## src/rtl/apb_spi_master_core_if.sv

```systemverilog
// APB slave-side bus bundle for apb_spi_master_core.
//   PSEL/PENABLE/PWRITE/PADDR/PWDATA : driven by the APB master
//   PRDATA/PREADY                    : returned by the SPI core
interface apb_spi_master_core_if #(
    parameter int DATA_W = 8
);
    logic              PSEL;
    logic              PENABLE;
    logic              PWRITE;
    logic              PADDR;
    logic [DATA_W-1:0] PWDATA;
    logic [DATA_W-1:0] PRDATA;
    logic              PREADY;

    modport master (
        output PSEL, PENABLE, PWRITE, PADDR, PWDATA,
        input  PRDATA, PREADY
    );

    modport slave (
        input  PSEL, PENABLE, PWRITE, PADDR, PWDATA,
        output PRDATA, PREADY
    );
endinterface

```

## src/rtl/apb_spi_master_core.sv

```systemverilog
// APB-fed SPI mode-0 master: TX register write (PADDR=1) launches a transfer,
// RX register (PADDR=0) holds the last received byte.
// Ports:
//   PCLK, PRESET      : clock, synchronous active-high reset
//   apb (slave)       : PSEL/PENABLE/PWRITE/PADDR/PWDATA in, PRDATA/PREADY out
//   SCLK, MOSI, SS_n  : SPI outputs (SCLK idles low, SS_n active low)
//   MISO              : SPI data in, assumed synchronous to PCLK
//   BUSY, DONE        : transfer in progress, one-cycle completion pulse
//
// state  | meaning
// IDLE   | waiting for a TX write
// LOW    | SCLK low half-period, MOSI holds current bit
// HIGH   | SCLK high half-period, MISO already sampled
// FINISH | one-cycle gap with SS_n high; may accept the next write
module apb_spi_master_core #(
    parameter int DATA_W  = 8,
    parameter int CLK_DIV = 4
) (
    input  logic                   PCLK,
    input  logic                   PRESET,
    apb_spi_master_core_if.slave   apb,
    output logic                   SCLK,
    output logic                   MOSI,
    input  logic                   MISO,
    output logic                   SS_n,
    output logic                   BUSY,
    output logic                   DONE
);
    localparam int DIV_W = (CLK_DIV > 1) ? $clog2(CLK_DIV) : 1;
    localparam int CNT_W = (DATA_W > 1) ? $clog2(DATA_W) : 1;

    typedef enum logic [1:0] {IDLE, LOW, HIGH, FINISH} state_t;

    state_t              state_q, state_d;
    logic [DIV_W-1:0]    div_q, div_d;
    logic [CNT_W-1:0]    bit_cnt_q, bit_cnt_d;
    logic [DATA_W-1:0]   tx_shift_q, tx_shift_d;
    logic [DATA_W-1:0]   rx_shift_q, rx_shift_d;
    logic [DATA_W-1:0]   rx_reg_q, rx_reg_d;
    logic                sclk_q, sclk_d;
    logic                mosi_q, mosi_d;
    logic                ss_n_q, ss_n_d;
    logic                busy_q, busy_d;
    logic                done_q, done_d;

    logic                accept;
    logic                div_last;
    logic                bit_last;
    logic [DATA_W-1:0]   tx_next;

    assign accept   = apb.PSEL & apb.PENABLE & apb.PWRITE & apb.PADDR & ~busy_q;
    assign div_last = (div_q == DIV_W'(CLK_DIV - 1));
    assign bit_last = (bit_cnt_q == CNT_W'(DATA_W - 1));
    assign tx_next  = tx_shift_q << 1;

    // Only TX writes stall; reads and RX-address writes always complete.
    assign apb.PREADY = ~(apb.PSEL & apb.PWRITE & apb.PADDR & busy_q);
    assign apb.PRDATA = (apb.PSEL & ~apb.PWRITE & ~apb.PADDR) ? rx_reg_q : '0;

    always_comb begin
        state_d    = state_q;
        div_d      = div_q;
        bit_cnt_d  = bit_cnt_q;
        tx_shift_d = tx_shift_q;
        rx_shift_d = rx_shift_q;
        rx_reg_d   = rx_reg_q;
        sclk_d     = sclk_q;
        mosi_d     = mosi_q;
        ss_n_d     = ss_n_q;
        busy_d     = busy_q;
        done_d     = 1'b0;
        case (state_q)
            IDLE, FINISH: begin
                // FINISH also accepts, so a stalled write starts right after
                // the single SS_n-high gap cycle.
                state_d = IDLE;
                if (accept) begin
                    state_d    = LOW;
                    tx_shift_d = apb.PWDATA;
                    mosi_d     = apb.PWDATA[DATA_W-1];
                    ss_n_d     = 1'b0;
                    busy_d     = 1'b1;
                    bit_cnt_d  = '0;
                    div_d      = '0;
                end
            end
            LOW: begin
                if (div_last) begin
                    div_d      = '0;
                    state_d    = HIGH;
                    sclk_d     = 1'b1;
                    rx_shift_d = (rx_shift_q << 1) | DATA_W'(MISO);
                end else begin
                    div_d = div_q + 1'b1;
                end
            end
            HIGH: begin
                if (div_last) begin
                    div_d  = '0;
                    sclk_d = 1'b0;
                    if (bit_last) begin
                        state_d  = FINISH;
                        ss_n_d   = 1'b1;
                        mosi_d   = 1'b0;
                        busy_d   = 1'b0;
                        rx_reg_d = rx_shift_q;
                        done_d   = 1'b1;
                    end else begin
                        state_d    = LOW;
                        tx_shift_d = tx_next;
                        mosi_d     = tx_next[DATA_W-1];
                        bit_cnt_d  = bit_cnt_q + 1'b1;
                    end
                end else begin
                    div_d = div_q + 1'b1;
                end
            end
        endcase
    end

    always_ff @(posedge PCLK) begin
        if (PRESET) begin
            state_q    <= IDLE;
            div_q      <= '0;
            bit_cnt_q  <= '0;
            tx_shift_q <= '0;
            rx_shift_q <= '0;
            rx_reg_q   <= '0;
            sclk_q     <= 1'b0;
            mosi_q     <= 1'b0;
            ss_n_q     <= 1'b1;
            busy_q     <= 1'b0;
            done_q     <= 1'b0;
        end else begin
            state_q    <= state_d;
            div_q      <= div_d;
            bit_cnt_q  <= bit_cnt_d;
            tx_shift_q <= tx_shift_d;
            rx_shift_q <= rx_shift_d;
            rx_reg_q   <= rx_reg_d;
            sclk_q     <= sclk_d;
            mosi_q     <= mosi_d;
            ss_n_q     <= ss_n_d;
            busy_q     <= busy_d;
            done_q     <= done_d;
        end
    end

    assign SCLK = sclk_q;
    assign MOSI = mosi_q;
    assign SS_n = ss_n_q;
    assign BUSY = busy_q;
    assign DONE = done_q;
endmodule

```

## src/flat_wrapper.sv

```systemverilog
// flat-port wrapper written by rule: the top's interface ports become plain ports
module apb_spi_master_core_flat 
#(
    parameter int DATA_W  = 8,
    parameter int CLK_DIV = 4
)
  (PCLK, PRESET, SCLK, MOSI, MISO, SS_n, BUSY, DONE, apb_PSEL, apb_PENABLE, apb_PWRITE, apb_PADDR, apb_PWDATA, apb_PRDATA, apb_PREADY);
  apb_spi_master_core_if #(.DATA_W(DATA_W)) apb_i ();
  input  logic PCLK;
  input  logic PRESET;
  output logic SCLK;
  output logic MOSI;
  input  logic MISO;
  output logic SS_n;
  output logic BUSY;
  output logic DONE;
  input wire logic [$bits(apb_i.PSEL)-1:0] apb_PSEL;
  input wire logic [$bits(apb_i.PENABLE)-1:0] apb_PENABLE;
  input wire logic [$bits(apb_i.PWRITE)-1:0] apb_PWRITE;
  input wire logic [$bits(apb_i.PADDR)-1:0] apb_PADDR;
  input wire logic [$bits(apb_i.PWDATA)-1:0] apb_PWDATA;
  output wire logic [$bits(apb_i.PRDATA)-1:0] apb_PRDATA;
  output wire logic [$bits(apb_i.PREADY)-1:0] apb_PREADY;
  assign apb_i.PSEL = apb_PSEL;
  assign apb_i.PENABLE = apb_PENABLE;
  assign apb_i.PWRITE = apb_PWRITE;
  assign apb_i.PADDR = apb_PADDR;
  assign apb_i.PWDATA = apb_PWDATA;
  assign apb_PRDATA = apb_i.PRDATA;
  assign apb_PREADY = apb_i.PREADY;
  apb_spi_master_core #(.DATA_W(DATA_W), .CLK_DIV(CLK_DIV)) u_core (.PCLK(PCLK), .PRESET(PRESET), .apb(apb_i), .SCLK(SCLK), .MOSI(MOSI), .MISO(MISO), .SS_n(SS_n), .BUSY(BUSY), .DONE(DONE));
endmodule
```

## config.mk

```make
export PLATFORM = sky130hd
export DESIGN_NAME = apb_spi_master_core_flat
export DESIGN_NICKNAME = d
export VERILOG_FILES = /design/src/rtl/apb_spi_master_core_if.sv /design/src/rtl/apb_spi_master_core.sv /design/src/flat_wrapper.sv
export SDC_FILE = /design/constraint.sdc
export NUM_CORES = 1
export LEC_CHECK = 0
export CAP_MARGIN = 10
export CORE_UTILIZATION = 47
export CTS_CLUSTER_DIAMETER = 40
export CTS_CLUSTER_SIZE = 10
export DETAILED_ROUTE_END_ITERATION = 12
export GPL_ROUTABILITY_DRIVEN = 0
export PLACE_DENSITY = 0.75
export RECOVER_POWER = 50
export SKIP_LAST_GASP = 1
export SLEW_MARGIN = 10
export SYNTH_ARGS = -nofsm -noshare
export SYNTH_HDL_FRONTEND = slang
export SYNTH_SLANG_ARGS = --single-unit
```

## constraint.sdc

```tcl
create_clock -name PCLK -period 1.75 [get_ports PCLK]
set_clock_uncertainty 0.2 [all_clocks]
set_input_delay 0.4375 -clock PCLK [delete_from_list [all_inputs] [get_ports PCLK]]
set_output_delay 0.4375 -clock PCLK [all_outputs]
set_load 0.01 [all_outputs]
```

==> Word level (Yosys, flattened, before mapping) <==
Cells that the tools add are included.
{ "word_totals": {"out_inout_bits": 14, "inputBits": 15, "ff_bits": 35} }
{ "op_classes": {"addsub": 2, "n_bitwise": 16, "eq_ne": 10, "muxes": 33, "reduce_logical": 13} }
{ "op_table": {"columns": ["cell", "n"], "rows": [
  ["$mux 7", 3],
  ["$pmux 7 s2", 1],
  ["$mux 1", 13],
  ["$mux 2", 5],
  ["$and 1x1->1", 9],
  ["$mux 3", 3],
  ["$reduce_and 3->1", 3],
  ["$mux 8", 1],
  ["$ne 2x1->1 const B", 4],
  ["$or 8x1->8", 1],
  ["$pmux 1 s2", 4],
  ["$reduce_and 4->1", 2],
  ["$eq 2x2->1 const B", 3],
  ["$not 1->1", 6],
  ["$pmux 2 s3", 1],
  ["$pmux 3 s2", 1],
  ["$pmux 2 s2", 1],
  ["$reduce_and 2->1", 2],
  ["$reduce_bool 2->1", 2],
  ["$reduce_or 2->1", 2],
  ["$add 3x1->3 const B", 1],
  ["$eq 3x3->1 const B", 1],
  ["$reduce_or 3->1", 1],
  ["$add 2x1->2 const B", 1],
  ["3 further kinds", 3]
]} }

==> Longest topological paths before layout <==
Gate-level depths: netlist (run 1).
{ "logic_depth": {"word_depth": 6, "mapped_depth": 7} }

==> Least setup slack after synthesis (run 1) <==
Ideal clock, no wire load.
{ "synth_path": {"path_kind": "register to register", "startpoint": "register u_core.bit_cnt_q[0]", "endpoint": "register u_core.tx_shift_q[5]", "path_buffers": 1, "path_stages_with_launch": 8, "setup_ns": 0.088, "path_slack_ns": -0.053, "arrival_ns": 1.514, "required_time_ns": 1.462, "cell_sequence": "dfxtp_1 ha_1 ha_1 nand2b_2 nand2_1 clkbuf_4 a21oi_1 a311oi_2"} }
{ "synth_between": {"elab_chain_cells": 3} }
{ "synth_lines": {"columns": ["item", "line_no", "rtl"], "rows": [
  ["from (decl)", "apb_spi_master_core.sv:36", "logic [CNT_W-1:0] bit_cnt_q, bit_cnt_d;"],
  ["from (signal assigned)", "apb_spi_master_core.sv:137", "bit_cnt_q <= bit_cnt_d;"],
  ["$eq 3x3->1", "apb_spi_master_core.sv:53", "assign bit_last = (bit_cnt_q == CNT_W'(DATA_W - 1));"],
  ["net u_core.bit_last", "apb_spi_master_core.sv:48", "logic bit_last;"],
  ["$ne 2x2->1 (no line)", null, null],
  ["$reduce_and 4->1 (no line)", null, null],
  ["to (signal assigned)", "apb_spi_master_core.sv:138", "tx_shift_q <= tx_shift_d;"],
  ["to (decl)", "apb_spi_master_core.sv:37", "logic [DATA_W-1:0] tx_shift_q, tx_shift_d;"]
]} }
The timed path passes the listed nets, and every way through them passes these cells.
A chain may end at the register's enable or synchronous reset.

==> Worst setup path after layout (run 1) <==
{ "layout_path": {"startpoint": "input port apb_PADDR", "endpoint": "output port apb_PRDATA[6]"} }
{ "layout_between": {"elab_chain_cells": 3} }
{ "layout_lines": {"columns": ["item", "line_no", "rtl"], "rows": [
  ["from (decl)", "flat_wrapper.sv:20", "input wire logic [$bits(apb_i.PADDR)-1:0] apb_PADDR;"],
  ["$not 1->1", "apb_spi_master_core.sv:58", "assign apb.PRDATA = (apb.PSEL & ~apb.PWRITE & ~apb.PADDR) ? rx_reg_q : '0;"],
  ["$and 1x1->1", "apb_spi_master_core.sv:58", null],
  ["$mux 8", "apb_spi_master_core.sv:58", null],
  ["to (decl)", "flat_wrapper.sv:22", "output wire logic [$bits(apb_i.PRDATA)-1:0] apb_PRDATA;"]
]} }
No other way between the ends.

==> out/results.ini, run 1 <==
[outcome]
outcome = complete, but fails checks
violations = negative setup slack

[hold_path]
hp-class = reg2reg

[power]
switching_power_mw = 0.363
p_per_area_nw_per_um2 = 650
comb_power_share = 0.093
ir_drop_mv = 0.636
p_leak_nw = 0.897
clock_power_share = 0.381
total_power_mw = 1.55
switching_share = 0.234
p_seq_frac = 0.526
p_int_mw = 1.19

[sta]
timing.fmax_ghz = 0.540
rsz0062_at_grt = yes
period_needed_ns = 1.85
worst-slew-pin-transition_ns = 0.271
min_period_over_period = 1.06
holdWs_ns = 0.256
finalMaxSlewViolations = 0
finalHoldViolCount = 0
setup-tns-final_ns = -0.468
setup_violations = 8
worst_slack_ns = -0.103
slew_headroom = 0.819

[routing]
drt_wl_total_mm = 3.81
vias = 1515
drcViolationCount = 0
drtIter0Drc = 69
wl_per_cell_um = 13.0
vias_per_cell = 5.19
firstDrtPassIters = 4
ant_nets = 0

[grt]
grt.busiest_layer = met2
grt_usage = 0.215
use_met1 = 0.284
antenna_found_initial = 0
overflow = 0
met2_usage = 0.336
grt_pass1_wl_mm = 5.82
grt_pass1_vias = 1327
met3_usage = 0.0435
grt_max_degree = 20

[yosys]
syn_avg_cell_area_um2 = 8.64
synth_edf_count = 0
synth_area_leaders = dfxtp_1 (42%), nand2_1 (8.2%), a21oi_1 (8.0%)
yosysTopAreaCellShare = 0.416
netlist_area_um2 = 1680
syn_nets = 216
netlist_instances = 195
ys_warn_count = 0
synth_cell_types = 34
synth-seq-cells = 35
yosysSeqAreaShare = 0.416
ys_async_sr_fraction = 0
yosys.area.top_type = dfxtp_1
ys.flop_type = dfxtp_1

[place]
place_area_um2 = 2150
placed_cells = 281
io_buffers = 28
dp_hpwl_mm = 2.42

[layout]
fin_cells = 292
nFillCells = 257
multiInputGateArea_um2 = 1040
final_nets = 266
area_delta_synth_final_pct = 41.5
seqCellArea_um2 = 706
final_cell_mix = nand2_1 (35), dfxtp_1 (31), a21oi_1 (23), buf_4 (21), clkdlybuf4s50_1 (11)
antenna_cells = 0
final_common_cell = nand2_1
fin_area_um2 = 2380
drive_above_1_share = 0.350

[floorplan]
die_area_um2 = 3830
ios = 29
initial_core_util = 0.497
core_area_um2 = 3390
rows = 21
die_w_um = 61.9
fp.dieH_um = 61.9

[worst_setup_path]
crit_fanout = 3
r2r_slack_ns = -0.01
worstSetupStartpointType = input port
critPathCaptureType = primary output
required_ns = 1.11
arrival_ns = 1.22
crit_type = in2out

[clock_network]
cts_tree = done
clock-sinks = 35
clockBufferDepth = 2
path_clk_slew_ns = 0.11
insertion_delay_ns = 0.35
ctsHtreeMaxLevel = 2
cts_buffers = 5
cts_root_buf = clkbuf_4
ctsHoldBuffers = 0

[job]
max-cap-violations = 0

-- cells in the mapped netlist, types with 2 or more instances --
cell type	number
nand2_1	37
dfxtp_1	35
a21oi_1	27
and2_1	10
nor2_1	8
a311oi_2	6
a31oi_1	6
clkbuf_1	6
ha_1	6
mux2i_1	6
buf_2	4
nand3_1	4
o21ai_0	4
a21oi_2	3
and3_1	3
inv_1	3
nor2b_1	3
a211oi_1	2
and2b_1	2
buf_6	2
nand2b_1	2
nor3_1	2
nor3b_1	2
o41ai_1	2
-- cells by family after synthesis --
| kind of cell | after synthesis | share of synthesized area |
|---|---|---|
| DFF | 35 | 0.416 |
| and+or+nand+nor | 77 | 0.222 |
| muxes | 6 | 0.0357 |
| buffers and inverters | 17 | 0.0542 |
| AOI/OAI and AO/OA | 54 | 0.227 |
| adders and majority gates | 6 | 0.0446 |
-- critical path: stages --
cell and delay (ns):
buf_6 0.10, nor3b_4 0.25, buf_6 0.14, buf_6 0.08, and2_4 0.12, buf_6 0.09
-- power by group through the flow --
| stage | clock [mW] | combinational, mW | sequential (mW) |
|---|---|---|---|
| 2_1_floorplan | 0 | 0.0622 | 0.831 |
| 3_3_place_gp | 0 | 0.121 | 0.830 |
| 3_5_place_dp | 0 | 0.123 | 0.831 |
| 4_1_cts | 0.597 | 0.135 | 0.813 |
| 5_1_grt | 0.631 | 0.154 | 0.816 |
| 6_report | 0.590 | 0.144 | 0.814 |
-- repair_timing --
| item | in CTS | in global routing |
|---|---|---|
| pin swaps | 5 | 19 |
| endpoints found under the setup margin | 25 | 28 |
| buffers inserted | 3 | 1 |
| gates resized for setup | 65 | 31 |
| gates cloned | 1 | 0 |
-- metrics by stage --
step	util	worst slack, ns
global route	0.703	-0.150
global placement	0.634	-0.779
floorplan	-	-0.0105
finish	0.703	-0.103
detailed placement	0.634	-0.782
CTS	0.671	-0.153
-- state kept, by name, indices dropped and copies added (netlist names) --
signal and count:
u_core.SCLK 1, u_core.div_q 2, u_core.MOSI 1, u_core.DONE 1, u_core.SS_n 1, u_core.rx_shift_q 8, u_core.rx_reg_q 8, u_core.bit_cnt_q 3
u_core.state_q 2, u_core.BUSY 1, u_core.tx_shift_q 7
-- layer usage --
metal  part of all wire  routed length [um]
met1               0.48                1810
met3              0.040                 154
met5                  0                   0
met4              0.020                  76
met2               0.46                1760
-- final timing paths --
check | start | depth (start not counted) | endpoint
setup / recovery | apb_PADDR | 6 | apb_PRDATA[6]
hold / removal | u_core.rx_reg_q[1]$_SDFFE_PP0P_ | 2 | u_core.rx_reg_q[1]$_SDFFE_PP0P_
setup reg to reg | u_core.state_q[0]$_SDFFE_PP0P_ | 7 | u_core.tx_shift_q[0]$_SDFFE_PP0P_
hold reg to reg | u_core.rx_reg_q[1]$_SDFFE_PP0P_ | 2 | u_core.rx_reg_q[1]$_SDFFE_PP0P_
-- area by class of cell --
| type | instances | share of cell area |
|---|---|---|
| Tap cell | 46 | 0.0242 |
| Sequential cell | 35 | 0.296 |
| Timing Repair Buffer | 56 | 0.202 |
| Multi-Input combinational cell | 144 | 0.439 |
| Clock buffer | 5 | 0.0158 |
| Clock inverter | 3 | 0.0184 |
| Inverter | 3 | 0.00473 |
Power figures use the tool's default switching activity.
==> run 2: changes to the inputs <==
--- a/config.mk
+++ b/config.mk
@@ -13,6 +13,7 @@
 export GPL_ROUTABILITY_DRIVEN = 0
 export PLACE_DENSITY = 0.75
 export RECOVER_POWER = 50
+export SKIP_CTS_REPAIR_TIMING = 1
 export SKIP_LAST_GASP = 1
 export SLEW_MARGIN = 10
 export SYNTH_ARGS = -nofsm -noshare
==> out/results.ini, run 2 (synthesis results as in run 1) <==
[power]
total_power_mw = 1.54  ; was 1.55 mW
ir_drop_mv = 0.590  ; was 0.636 mV
p_per_area_nw_per_um2 = 643  ; was 650 nW/um^2
p_leak_nw = 0.883  ; was 0.897 nW

[clock_network]
cts_buffers = 5  ; unchanged
ctsHtreeMaxLevel = 2  ; unchanged
cts_root_buf = clkbuf_4  ; unchanged
path_clk_slew_ns = 0.12  ; was 0.11 ns
insertion_delay_ns = 0.35  ; about the same
cts_tree = done  ; unchanged
clock-sinks = 35  ; unchanged
clockBufferDepth = 2  ; unchanged

[place]
io_buffers = 28  ; unchanged
dp_hpwl_mm = 2.42  ; unchanged
placed_cells = 281  ; unchanged

[floorplan]
ios = 29  ; unchanged
core_area_um2 = 3390  ; unchanged
initial_core_util = 0.497  ; unchanged
die_area_um2 = 3830  ; unchanged
fp.dieH_um = 61.9  ; unchanged
die_w_um = 61.9  ; unchanged
rows = 21  ; unchanged

[routing]
drtIter0Drc = 70  ; was 69
ant_nets = 0  ; unchanged
vias = 1555  ; was 1515
drt_wl_total_mm = 3.88  ; was 3.81 mm
wl_per_cell_um = 13.3  ; was 13.0 um
drcViolationCount = 0  ; unchanged
vias_per_cell = 5.33  ; was 5.19
firstDrtPassIters = 4  ; unchanged

[worst_setup_path]
required_ns = 1.82  ; was 1.11 ns
critPathCaptureType = flop  ; was primary output
arrival_ns = 1.90  ; was 1.22 ns
crit_fanout = 4  ; was 3
crit_type = reg2reg  ; was in2out
worstSetupStartpointType = flop  ; was input port

[grt]
overflow = 0  ; unchanged
grt_pass1_wl_mm = 5.26  ; was 5.82 mm
grt_usage = 0.192  ; was 0.215
antenna_found_initial = 0  ; unchanged
grt_pass1_vias = 1249  ; was 1327
grt_max_degree = 20  ; unchanged

[layout]
final_common_cell = nand2_1  ; unchanged
reg_top3 = u_core.rx_reg_q (8), u_core.rx_shift_q (8), u_core.tx_shift_q (7)  ; unchanged
drive_above_1_share = 0.358  ; was 0.350
antenna_cells = 0  ; unchanged
area_delta_synth_final_pct = 42.1  ; was 41.5%
final_nets = 266  ; unchanged
final_cell_mix = nand2_1 (36), dfxtp_1 (32), a21oi_1 (24), buf_4 (22)  ; was nand2_1 (35), dfxtp_1 (31), a21oi_1 (23), buf_4 (21), clkdlybuf4s50_1 (11)
fin_cells = 292  ; unchanged

[sta]
min_period_over_period = 1.04  ; was 1.06
rsz0062_at_grt = yes  ; unchanged
setup_violations = 4  ; was 8
slew_headroom = 0.810  ; was 0.819
worst-slew-pin-transition_ns = 0.285  ; was 0.271 ns
finalMaxSlewViolations = 0  ; unchanged
finalHoldViolCount = 0  ; unchanged
period_needed_ns = 1.83  ; was 1.85 ns
timing.fmax_ghz = 0.547  ; was 0.540 GHz
worst_slack_ns = -0.0768  ; was -0.103 ns

[hold_path]
hp-class = reg2reg  ; unchanged

[job]
max-cap-violations = 0  ; unchanged

[outcome]
outcome = complete, but fails checks  ; unchanged
violations = negative setup slack  ; unchanged

-- run 2: cell types whose count changed in the layout (fill, tap and decap cells not counted), sizes merged --
cell / delta
dlymetal6s4s: +1
dlymetal6s2s: +2
clkbuf: +2
clkdlybuf4s25: +3
buf: -2
dlygate4sd2: -6
-- run 2: power by group --
group          leakage, nW  switching, mW  internal, mW
clock network       0.0452          0.287         0.300
logic                0.554         0.0635        0.0722
registers            0.284        0.00743         0.806
-- run 2: layout make-up --
cell class / instances / area (um^2)
inverters: 3 / 11.3
multi-input cells: 144 / 1020
clock buffers: 5 / 37.5
well taps: 46 / 57.6
repair buffers: 56 / 514
clock inverters: 3 / 43.8
fillers: 257 / 997
flip-flops and latches: 35 / 704
-- run 2: worst paths after layout --
| kind | from | endpoint | slack [ns] | cells after the start |
|---|---|---|---|---|
| worst max-delay path | u_core.state_q[0]$_SDFFE_PP0P_ | u_core.tx_shift_q[0]$_SDFFE_PP0P_ | -0.08 | 7 |
| worst min-delay path | u_core.rx_reg_q[1]$_SDFFE_PP0P_ | u_core.rx_reg_q[1]$_SDFFE_PP0P_ | 0.26 | 2 |
| worst max register to register | u_core.state_q[0]$_SDFFE_PP0P_ | u_core.tx_shift_q[0]$_SDFFE_PP0P_ | -0.08 | 7 |
| worst min register to register | u_core.rx_reg_q[1]$_SDFFE_PP0P_ | u_core.rx_reg_q[1]$_SDFFE_PP0P_ | 0.26 | 2 |
-- run 2: layer usage --
| layer | up-vias | part of all wire | global-route usage |
|---|---|---|---|
| met5 | - | 0 | 0 |
| met4 | 0 | 0.014 | 0.0952 |
| met3 | 6 | 0.045 | 0.0435 |
| met2 | 37 | 0.48 | 0.304 |
| met1 | 725 | 0.46 | 0.245 |
| li1 | 787 | - | - |
-- run 2: critical path, cell delays in order (launching register included) --
cell and delay, ns:
dfxtp_2 0.37, inv_2 0.05, ha_4 0.27, and2b_2 0.26, buf_6 0.13, a31oi_4 0.18
o21ai_1 0.10, a21oi_1 0.18
-- run 2: metrics by stage --
step           setup WS [ns]  cell area (um^2)  hold WS [ns]   util  setup TNS [ns]
2_1_floorplan        -0.0105              1690         0.232      -         -0.0105
3_3_place_gp          -0.779              2150         0.239  0.634          -11.27
3_5_place_dp          -0.782              2150         0.242  0.634          -11.84
4_1_cts               -0.791              2230         0.258  0.658           -8.33
5_1_grt               -0.124              2390         0.280  0.706          -0.724
6_report             -0.0768              2390         0.260  0.706         -0.0871
==> run 3: changes to the inputs <==
--- a/config.mk
+++ b/config.mk
@@ -10,7 +10,6 @@
 export CTS_CLUSTER_DIAMETER = 40
 export CTS_CLUSTER_SIZE = 10
 export DETAILED_ROUTE_END_ITERATION = 12
-export GPL_ROUTABILITY_DRIVEN = 0
 export PLACE_DENSITY = 0.75
 export RECOVER_POWER = 50
 export SKIP_CTS_REPAIR_TIMING = 1
==> constraint.sdc (replaced) <==
create_clock -name PCLK -period 1.5 [get_ports PCLK]
set_clock_uncertainty 0.2 [all_clocks]
set_input_delay 0.375 -clock PCLK [delete_from_list [all_inputs] [get_ports PCLK]]
set_output_delay 0.375 -clock PCLK [all_outputs]
set_load 0.01 [all_outputs]
==> out/results.ini, run 3 (synthesis results as in run 1) <==
[floorplan]
rows = 21  ; unchanged
core_area_um2 = 3390  ; unchanged
die_area_um2 = 3830  ; unchanged
die_w_um = 61.9  ; unchanged
fp.dieH_um = 61.9  ; unchanged
ios = 29  ; unchanged
initial_core_util = 0.497  ; unchanged

[power]
switching_power_mw = 0.430  ; was 0.358 mW
p_seq_frac = 0.479  ; was 0.529
total_power_mw = 1.99  ; was 1.54 mW
ir_drop_mv = 0.523  ; was 0.590 mV
comb_power_share = 0.092  ; was 0.088
switching_share = 0.216  ; was 0.233
p_leak_nw = 1.02  ; was 0.883 nW
clock_power_share = 0.429  ; was 0.382
p_per_area_nw_per_um2 = 763  ; was 643 nW/um^2
p_int_mw = 1.56  ; was 1.18 mW

[layout]
reg_top3 = u_core.rx_reg_q (8), u_core.rx_shift_q (8), u_core.tx_shift_q (7)  ; unchanged
final_nets = 269  ; was 266
area_delta_synth_final_pct = 54.5  ; was 42.1%
final_cell_mix = nand2_1 (33), dfxtp_1 (32), buf_4 (22), a21oi_1 (18), buf_6 (14)  ; was nand2_1 (36), dfxtp_1 (32), a21oi_1 (24), buf_4 (22)
antenna_cells = 0  ; unchanged
drive_above_1_share = 0.438  ; was 0.358
final_common_cell = nand2_1  ; unchanged

[routing]
vias = 1612  ; was 1555
vias_per_cell = 5.46  ; was 5.33
wl_per_cell_um = 15.9  ; was 13.3 um
ant_nets = 0  ; unchanged
drt_wl_total_mm = 4.69  ; was 3.88 mm
drtIter0Drc = 84  ; was 70
firstDrtPassIters = 4  ; unchanged
drcViolationCount = 0  ; unchanged

[grt]
grt_usage = 0.214  ; was 0.192
overflow = 0  ; unchanged
grt_pass1_vias = 1385  ; was 1249
grt_pass1_wl_mm = 5.93  ; was 5.26 mm
grt_max_degree = 22  ; was 20
antenna_found_initial = 0  ; unchanged

[sta]
period_needed_ns = 1.74  ; was 1.83 ns
finalMaxSlewViolations = 0  ; unchanged
timing.fmax_ghz = 0.574  ; was 0.547 GHz
worst_slack_ns = -0.241  ; was -0.0768 ns
rsz0062_at_grt = yes  ; unchanged
setup_violations = 35  ; was 4
finalHoldViolCount = 0  ; unchanged
min_period_over_period = 1.16  ; was 1.04
slew_headroom = 0.804  ; was 0.810
worst-slew-pin-transition_ns = 0.291  ; was 0.285 ns

[place]
place_congestion = 0.784
place_ws_ns = -0.912  ; was -0.782 ns
io_buffers = 28  ; unchanged
dp_hpwl_mm = 2.77  ; was 2.42 mm

[clock_network]
clock-sinks = 35  ; unchanged
insertion_delay_ns = 0.35  ; about the same
clockBufferDepth = 2  ; unchanged
cts_buffers = 5  ; unchanged
ctsHtreeMaxLevel = 2  ; unchanged
cts_root_buf = clkbuf_4  ; unchanged
cts_tree = done  ; unchanged
path_clk_slew_ns = 0.12  ; about the same

[worst_setup_path]
crit_fanout = 3  ; was 4
arrival_ns = 1.82  ; was 1.90 ns
critPathCaptureType = flop  ; unchanged
worstSetupStartpointType = flop  ; unchanged
crit_type = reg2reg  ; unchanged
required_ns = 1.58  ; was 1.82 ns

[outcome]
outcome = complete, but fails checks  ; unchanged
violations = negative setup slack  ; unchanged

[hold_path]
hp-class = reg2reg  ; unchanged

[job]
max-cap-violations = 0  ; unchanged

==> run 3: changes by cell type in the layout (fill, tap and decap cells not counted), sizes merged <==
cell and change:
clkinv -2, clkdlybuf4s25 -3, dlymetal6s2s +4, clkdlybuf4s50 -1
buf +5, dlymetal6s4s -1, bufinv +1
==> run 3: per-layer routing <==
metal	vias to the layer above	track usage	share of wire
li1	793	-	-
met1	748	0.260	0.41
met2	62	0.359	0.51
met3	9	0.0580	0.066
met4	0	0.0889	0.018
met5	-	0	0
==> run 3: power groups by stage <==
stage          logic, mW  registers (mW)  clock network, mW
2_1_floorplan     0.0772           0.970                  0
3_3_place_gp       0.149           0.969                  0
3_5_place_dp       0.154           0.970                  0
4_1_cts            0.155           0.949              0.849
5_1_grt            0.196           0.952              0.900
6_report           0.184           0.951              0.852
==> run 3: path summary, 6_finish.rpt <==
| path | start | to | slack, ns | cells after the start |
|---|---|---|---|---|
| setup / recovery | u_core.state_q[0]$_SDFFE_PP0P_ | u_core.tx_shift_q[0]$_SDFFE_PP0P_ | -0.24 | 7 |
| hold / removal | u_core.rx_reg_q[7]$_SDFFE_PP0P_ | u_core.rx_reg_q[7]$_SDFFE_PP0P_ | 0.26 | 2 |
| setup reg to reg | u_core.state_q[0]$_SDFFE_PP0P_ | u_core.tx_shift_q[0]$_SDFFE_PP0P_ | -0.24 | 7 |
| hold reg to reg | u_core.rx_reg_q[7]$_SDFFE_PP0P_ | u_core.rx_reg_q[7]$_SDFFE_PP0P_ | 0.26 | 2 |
==> run 3: metrics by stage <==
stage / setup TNS [ns] / cells / hold WS [ns] / cell area, um^2 / util
global placement: -16.45 / 282 / 0.242 / 2210 / 0.651
floorplan: -1.29 / 195 / 0.232 / 1750 / -
detailed placement: -18.04 / 282 / 0.242 / 2210 / 0.651
CTS: -14.17 / 290 / 0.257 / 2310 / 0.681
global route: -6.39 / 295 / 0.287 / 2600 / 0.768
finish: -4.04 / 295 / 0.265 / 2600 / 0.768
==> run 3: critical path, stage by stage, from the launching register on <==
cell and delay, ns:
dfxtp_2 0.36, inv_2 0.06, ha_4 0.26, and2b_2 0.25
buf_6 0.13, a31oi_4 0.18, o21ai_1 0.08, a21oi_1 0.16
==> run 3: final cells by class <==
type / count / area, um^2
clock buffers: 6 / 41.3
clock inverters: 2 / 60.1
fillers: 213 / 787
inverters: 3 / 11.3
multi-input cells: 144 / 1170
flip-flops and latches: 35 / 704
well taps: 46 / 57.6
repair buffers: 59 / 558
